[src/rtl/instr_fetch_unit.sv]
// Instruction fetch front end: requests one word at a time from instruction memory,
// presents it to decode, then selects the next PC from Control's jump/branch outcome.
module instr_fetch_unit #(
  parameter logic [31:0] RESET_PC = 32'h0000_0000
) (
  input  logic        clk,
  input  logic        reset,
  output logic        imem_req,
  output logic [31:0] imem_addr,
  input  logic        imem_ack,
  input  logic [31:0] imem_rdata,
  output logic [31:0] instr,
  output logic [5:0]  opcode,
  output logic [31:0] instr_pc,
  output logic        instr_valid,
  input  logic        instr_ready,
  input  logic        resolve_valid,
  input  logic        branch,
  input  logic        jump,
  input  logic        zero,
  output logic [31:0] fetch_count
);

  typedef enum logic [1:0] {
    S_REQ     = 2'd0,
    S_ISSUE   = 2'd1,
    S_RESOLVE = 2'd2
  } state_t;

  localparam logic [31:0] RESET_PC_ALIGNED = {RESET_PC[31:2], 2'b00};

  state_t      state_r;
  state_t      state_s;
  logic [31:0] pc_r;
  logic [31:0] instr_r;
  logic [31:0] instr_pc_r;
  logic [31:0] fetch_count_r;
  logic [31:0] resolve_pc_s;

  // Jump beats a taken branch; everything else falls through to pc4.
  function automatic logic [31:0] next_pc(
    input logic [31:0] from_pc,
    input logic [31:0] word,
    input logic        do_jump,
    input logic        do_branch,
    input logic        is_zero
  );
    logic [31:0] pc4;
    pc4 = from_pc + 32'd4;
    if (do_jump) begin
      next_pc = {pc4[31:28], word[25:0], 2'b00};
    end else if (do_branch && is_zero) begin
      next_pc = pc4 + {{14{word[15]}}, word[15:0], 2'b00};
    end else begin
      next_pc = pc4;
    end
  endfunction

  // State register.
  always_ff @(posedge clk) begin
    if (reset) begin
      state_r <= S_REQ;
    end else begin
      state_r <= state_s;
    end
  end

  // Next-state logic and resolved PC.
  always_comb begin
    state_s      = state_r;
    resolve_pc_s = next_pc(instr_pc_r, instr_r, jump, branch, zero);
    case (state_r)
      S_REQ: begin
        if (imem_ack) begin
          state_s = S_ISSUE;
        end else begin
          state_s = S_REQ;
        end
      end
      S_ISSUE: begin
        if (instr_ready) begin
          state_s = S_RESOLVE;
        end else begin
          state_s = S_ISSUE;
        end
      end
      S_RESOLVE: begin
        if (resolve_valid) begin
          state_s = S_REQ;
        end else begin
          state_s = S_RESOLVE;
        end
      end
      default: begin
        state_s = S_REQ;
      end
    endcase
  end

  // Datapath: capture on ack, count accepts, update PC on resolve.
  always_ff @(posedge clk) begin
    if (reset) begin
      pc_r          <= RESET_PC_ALIGNED;
      instr_r       <= 32'h0000_0000;
      instr_pc_r    <= 32'h0000_0000;
      fetch_count_r <= 32'h0000_0000;
    end else begin
      case (state_r)
        S_REQ: begin
          if (imem_ack) begin
            instr_r    <= imem_rdata;
            instr_pc_r <= pc_r;
          end
        end
        S_ISSUE: begin
          if (instr_ready) begin
            fetch_count_r <= fetch_count_r + 32'd1;
          end
        end
        S_RESOLVE: begin
          if (resolve_valid) begin
            pc_r <= {resolve_pc_s[31:2], 2'b00};
          end
        end
        default: begin
          pc_r <= pc_r;
        end
      endcase
    end
  end

  assign imem_req    = (state_r == S_REQ) && !reset;
  assign imem_addr   = pc_r;
  assign instr       = instr_r;
  assign opcode      = instr_r[31:26];
  assign instr_pc    = instr_pc_r;
  assign instr_valid = (state_r == S_ISSUE) && !reset;
  assign fetch_count = fetch_count_r;

endmodule

[config.mk]
export PLATFORM = sky130hd
export DESIGN_NAME = instr_fetch_unit
export DESIGN_NICKNAME = d
export VERILOG_FILES = /design/src/rtl/instr_fetch_unit.sv
export SDC_FILE = /design/constraint.sdc
export NUM_CORES = 1
export LEC_CHECK = 0
export CAP_MARGIN = 20
export CORE_ASPECT_RATIO = 1.75
export CORE_UTILIZATION = 25
export CTS_CLUSTER_SIZE = 24
export DETAILED_ROUTE_END_ITERATION = 10
export PLACE_DENSITY = 0.46
export SYNTH_ARGS = -nofsm -noshare
export SYNTH_HDL_FRONTEND = slang
export SYNTH_SLANG_ARGS = --single-unit
export TNS_END_PERCENT = 10
[constraint.sdc]
create_clock -name clk -period 4.2 [get_ports clk]
set_input_delay 0.84 -clock clk [delete_from_list [all_inputs] [get_ports clk]]
set_output_delay 0.84 -clock clk [all_outputs]
set_load 0.01 [all_outputs]
==> results of run 1 <==
==> per-layer routing <==
layer | GRT usage, % | up-vias | part of all wire [%]
met5 | 0 | - | 0
met4 | 9.529 | 0 | 4.5
met3 | 4.247 | 52 | 4.0
met2 | 35.67 | 163 | 55
met1 | 18.29 | 3413 | 36
li1 | - | 3611 | -
==> cells in the mapped netlist, types with 4 or more instances <==
cell      number  area share (%)
a211o_1        5            0.61
a211oi_1       8            0.83
a21o_1        14             1.5
a21oi_1      110             7.6
a31oi_1        7            0.61
a32o_1         7            0.97
and2_1         5            0.43
and3_1         6            0.52
and4_1        10             1.2
buf_4         10             1.0
clkbuf_1      44             2.3
dfxtp_1      126              35
ha_1          38             6.6
inv_1         14            0.73
nand2_1      200              10
nand2b_1       9            0.78
nand3_1       22             1.5
nand4_1       16             1.4
nor2_1        83             4.3
nor3_1        18             1.2
o211ai_1      13             1.4
o21ai_0       30             2.1
o21ai_1        9            0.62
o21bai_1       5            0.52
o31ai_1        4            0.42
or3_1          7            0.61
xnor2_1       33             4.0
xor2_1        44             5.3
==> registers in the layout, indices dropped and copies added, names as in the netlist <==
name and count:
imem_addr 30, instr_pc 30, fetch_count 32, state_r 2, instr 32
==> power groups by stage <==
stage               clock (µW)  sequential (µW)  combinational [µW]
floorplan                    0             1290                 186
global placement             0             1280                 365
detailed placement           0             1280                 366
CTS                       1670             1260                 367
global route              1710             1260                 398
finish                    1620             1260                 363
==> per-stage QoR <==
step / cell area (µm²) / TNS, ns / hold slack (ns)
floorplan: 7232 / 0 / 0.4875
global placement: 9389 / 0 / 0.4614
detailed placement: 9389 / 0 / 0.4657
CTS: 10030 / 0 / 0.4750
global route: 10110 / -0.01126 / 0.4945
finish: 10110 / 0 / 0.4687
==> path summary, 6_finish.rpt <==
path	startpoint	end	cells past startpoint
worst max-delay path	instr_pc[7]	imem_addr[31]	16
worst min-delay path	instr[19]	instr[19]	2
worst max register to register	instr_pc[7]	imem_addr[31]	16
worst min register to register	instr[19]	instr[19]	2
==> layout make-up <==
cell class                 instances  area, µm²
fill                            3119      18420
tap                              378      473.0
inverter                          15      56.30
multi-input combinational        749       4456
clock inverter                    12      183.9
timing repair buffer             202       1954
clock buffer                      20      456.7
sequential                       126       2526
==> tightest hold or removal path: cells and delay by family (launching register included) <==
kind / cells / cell delay, ns
simple gates: 1 / 0.05
flops: 1 / 0.32
compound gates: 1 / 0.05
==> logic make-up after synthesis <==
family	Yosys count	synth area share, %
AND/OR/NAND/NOR	390	23.86
AO/OA/AOI/OAI	237	20.31
flip-flops	126	34.93
XOR/XNOR	77	9.340
buffers and inverters	73	4.366
adder cells (fa/ha/maj)	39	6.862
multiplexers	2	0.2773
other	1	0.05193
==> repair_timing <==
item,in CTS,in global routing
endpoints found under the hold margin,0,0
gates resized for setup,0,19
endpoints found under the setup margin,0,1
buffers inserted,0,1
==> cells in the final DEF (no fill, tap or decap), types with 3 or more instances in the layout <==
cell type | Yosys | layout
a21oi_1 | 110 | 110
ha_2 | 0 | 3
a32o_1 | 7 | 7
xor2_1 | 44 | 42
or3_1 | 7 | 7
dfxtp_2 | 0 | 3
nor3_1 | 18 | 18
o31ai_1 | 4 | 4
o21bai_1 | 5 | 5
and4_1 | 10 | 7
clkinv_4 | 0 | 3
a211o_1 | 5 | 5
a31oi_1 | 7 | 7
ha_1 | 38 | 34
and2_1 | 5 | 3
a21o_1 | 14 | 14
and3_1 | 6 | 6
nand3b_1 | 3 | 3
nor3b_1 | 3 | 3
nand3_1 | 22 | 21
nand2_1 | 200 | 199
o21ai_0 | 30 | 30
o211ai_1 | 13 | 13
nand4_1 | 16 | 16
o21ai_1 | 9 | 9
nor2_1 | 83 | 81
a211oi_1 | 8 | 8
inv_1 | 14 | 14
dfxtp_1 | 126 | 123
nand2b_1 | 9 | 9
conb_1 | 1 | 4
clkdlybuf4s50_1 | 0 | 170
buf_4 | 10 | 31
xnor2_1 | 33 | 33
clkbuf_16 | 0 | 17
bufinv_16 | 0 | 4
==> results.yml, run 1 <==
run_status:
  status: "finished with violations"
  violations: "DRC"
power_and_ir_drop:
  clkPwrFrac_pct: 50.0
  power_frac_comb_pct: 11.2
  seqPwrFrac_pct: 38.8
  switching_share_pct: 25.56
  ir_drop_uv: 293.6
  leakagePower_uw: 0.003755
  power.density_cell_area_nw_per_um2: 320.4
  power_uw: 3238
  internal_power_uw: 2411
  p_sw_uw: 827.6
global_routing:
  antenna_found_initial: 0
  grt_max_degree: 78
  grt_pass1_wl_um: 40350
  grt_pass1_vias: 7177
  grt.total_usage_pct: 18.68
  grt-ovfl-total: 0
floorplanning:
  die_height_um: 226.8
  core_um2: 28520
  io_pins: 176
  num_rows: 82
  initial_utilization_pct: 25.32
  fp.dieW_um: 130.5
  die_area_um2: 29590
placement:
  dpl.hpwl_um: 20190
  portBuffers: 171
  place_ws_ns: 0.08920
  gp_congestion: 0.8625
  dp_cells: 1468
timing:
  report.final.slew_viol_count: 0
  period_share_pct: 94.86
  setup_ws_ns: 0.2161
  finalHoldViolations: 0
  fmax_mhz: 251.0
  setup_viol: 0
  worstMarginPinSlew_ns: 0.8423
  min_period_ns: 3.984
  max_slew_margin_pct: 43.85
  fin_worst_skew_ns: 0.01046
routing:
  via_per_inst: 4.820
  wl_um: 26700
  dr.pass1.iters: 8
  via_count: 7239
  drt_iter0_markers: 270
  wl_per_cell_um: 17.78
  drc: 2
  antenna_left: 0
clock_tree:
  cts_tree: "done"
  cts.clk_slew.worst_paths_ns: 0.06
  h-tree-depth: 4
  clock_latency_ns: 0.44
  numCtsBuffers: 17
  postCtsHoldBufs: 0
  clock_sinks: 126
  clock_path_buffers: 2
  root_buffer: "clkbuf_16"
worst_setup_path:
  start_kind: "flip-flop"
  worst-path-buf-inv: 1
  cpPeakStageDelay_ns: 0.39
  cp.arrival_ns: 4.31
  required_ns: 4.53
  path_cells: "and4_4 -> and3_1 -> and2_2 -> nand2b_1 -> buf_4 -> nor2_1 -> xor2_2 -> ha_1 -> nand4_1 -> or3_1 -> o32a_1 -> a31oi_4 -> a311oi_2 -> o21ba_1 -> or4_1 -> a32o_1"
  endpoint_kind: "flip-flop"
  critical_path.slowest_cell: "or4_1"
  critPathMaxFanout: 6
  critPathTopFamily: "simple AND/OR/NAND/NOR gates"
  critPathKind: "reg -> reg"
  rrSetupSlack_ns: 0.22
layout:
  antenna_cells: 0
  drive_gt1_share_pct: 7.562
  nNetsFinal: 1190
  instances_no_fill: 1502
  post-route-util_pct: 35.43
  syn_to_final_growth_pct: 39.96
yosys:
  synth-seq-cells: 126
  postSynthAreaPerCell_um2: 7.641
  yosysWarnings: 0
  seq_area_frac_synth_pct: 34.93
  synth_area_um2: 7221
  ys_types: 59
  synth_top_flop_cell: "dfxtp_1"
  synthCells: 945
  synth_edf_count: 0
  async_flop_share_pct: 0
hold_path:
  hold_path.class: "reg -> reg"
run:
  cap_violations: 0
No activity file was read; power rests on OpenSTA's default activity.
==> run 2, diff against run 1 <==
Settings changed: CORE_MARGIN set to 3.
==> results.yml, run 2 (same netlist as run 1, synthesis figures left out) <==
routing:
  dr.pass1.iters: 4
  wl_um: 27030
  via_per_inst: 4.794
  antenna_left: 0
  wl_per_cell_um: 18.03
  drc: 0
  via_count: 7186
  drt_iter0_markers: 280
worst_setup_path:
  required_ns: 4.53
  endpoint_kind: "flip-flop"
  critPathKind: "reg -> reg"
  cpPeakStageDelay_ns: 0.40
  critical_path.slowest_cell: "or4_1"
  path_cells: "and4_1 -> nand3_1 -> or2_4 -> nor2_2 -> xor2_2 -> ha_4 -> and4_1 -> nand4_1 -> or3_1 -> o32a_1 -> a31oi_4 -> a311oi_2 -> o21ba_1 -> or4_1 -> a32o_1"
  critical_path.most_common_cell: "and4_1"
  start_kind: "flip-flop"
  critPathMaxFanout: 6
  cp.arrival_ns: 4.32
timing:
  setup_viol: 0
  worstMarginPinSlew_ns: 1.120
  fin_worst_skew_ns: 0.008830
  min_period_ns: 3.998
  period_share_pct: 95.20
  timing.setup.tns_ns: 0
  finalHoldViolations: 0
  max_slew_margin_pct: 25.09
  hold_ws_ns: 0.4664
  fmax_mhz: 250.1
  report.final.slew_viol_count: 0
layout:
  drive_gt1_share_pct: 7.282
  layout_common_cells: "199 x nand2_1, 170 x clkdlybuf4s50_1, 126 x dfxtp_1, 109 x a21oi_1, 81 x nor2_1"
  final_area_um2: 10090
  nNetsFinal: 1192
  layout_commonest_cell: "nand2_1"
  instances_no_fill: 1499
  syn_to_final_growth_pct: 39.77
  antenna_cells: 0
  post-route-util_pct: 35.82
global_routing:
  grt.total_usage_pct: 17.41
  grt-ovfl-total: 0
  antenna_found_initial: 0
  grt_max_degree: 65
  grt_pass1_wl_um: 41430
  grt_pass1_vias: 7285
floorplanning:
  fp.dieW_um: 134.5
  num_rows: 81
  core_um2: 28170
  die_height_um: 230.8
  io_pins: 176
  die_area_um2: 31040
  initial_utilization_pct: 25.63
placement:
  dpl.hpwl_um: 20390
  portBuffers: 171
  dp_cells: 1465
  gp_congestion: 0.8602
  placedInstanceArea_um2: 9385
clock_tree:
  postCtsHoldBufs: 0
  cts_tree: "done"
  h-tree-depth: 4
  clock_path_buffers: 2
  clock_sinks: 126
  clock_latency_ns: 0.44
  root_buffer: "clkbuf_16"
  numCtsBuffers: 17
  cts.clk_slew.worst_paths_ns: 0.06
run_status:
  status: "finished clean"
power_and_ir_drop:
  switching_share_pct: 25.70
  ir_drop_uv: 286.6
  clkPwrFrac_pct: 50.0
  power.density_cell_area_nw_per_um2: 321.1
  p_sw_uw: 832.7
  internal_power_uw: 2408
  leakagePower_uw: 0.003761
  power_frac_comb_pct: 11.2
  seqPwrFrac_pct: 38.8
hold_path:
  hold_path.class: "reg -> reg"
run:
  cap_violations: 0
==> run 2: cell types whose count changed in the layout (fill, tap and decap cells not counted), sizes merged <==
cell / before / now
buf: 32 / 34
clkinv: 4 / 3
clkinvlp: 2 / 3
==> run 2: final cells by class <==
type | count | area [µm²]
sequential | 126 | 2522
clock buffer | 20 | 456.7
tap | 373 | 466.7
multi-input combinational | 749 | 4451
fill | 3050 | 18080
inverter | 15 | 56.30
timing repair buffer | 204 | 1957
clock inverter | 12 | 182.7
==> run 2: worst max-delay path, delay by kind of cell, from the launching register on <==
family,cells,cell delay [ns]
flip-flops,1,0.39
AO/OA/AOI/OAI,5,1.11
adder cells (fa/ha/maj),1,0.32
XOR/XNOR,1,0.11
AND/OR/NAND/NOR,8,1.97
==> run 2: through the flow <==
step | total power (µW) | setup slack, ns
2_1_floorplan | 1472 | 0.2389
4_1_cts | 3290 | 0.1026
5_1_grt | 3372 | -0.0005733
3_5_place_dp | 1648 | 0.1217
6_report | 3240 | 0.2016
3_3_place_gp | 1647 | 0.2293
==> run 2: path summary, 6_finish.rpt <==
kind	start	to	slack, ns	cells past startpoint
worst min-delay path	imem_addr[28]	instr_pc[28]	0.47	2
worst max register to register	instr_pc[11]	imem_addr[31]	0.20	15
worst min register to register	imem_addr[28]	instr_pc[28]	0.47	2
worst max-delay path	instr_pc[11]	imem_addr[31]	0.20	15
==> run 2: repair_timing <==
action                     in CTS  in global routing
gates resized for setup         0                 13
setup buffers                   0                  1
hold endpoints to repair        0                  0
setup endpoints to repair       0                  1
==> run 2: routing by layer <==
metal | share of wire [%] | GRT usage, % | vias up
met1 | 38 | 17.73 | 3401
met4 | 2.2 | 6.146 | 0
met2 | 57 | 34.34 | 136
met5 | 0 | 0 | -
li1 | - | - | 3617
met3 | 3.4 | 3.467 | 32
==> run 2: power by group through the flow <==
stage	combinational (µW)	sequential (µW)	clock (µW)
6_report	363	1260	1620
5_1_grt	398	1260	1710
4_1_cts	366	1260	1670
3_5_place_dp	365	1280	0
3_3_place_gp	364	1280	0
2_1_floorplan	186	1290	0
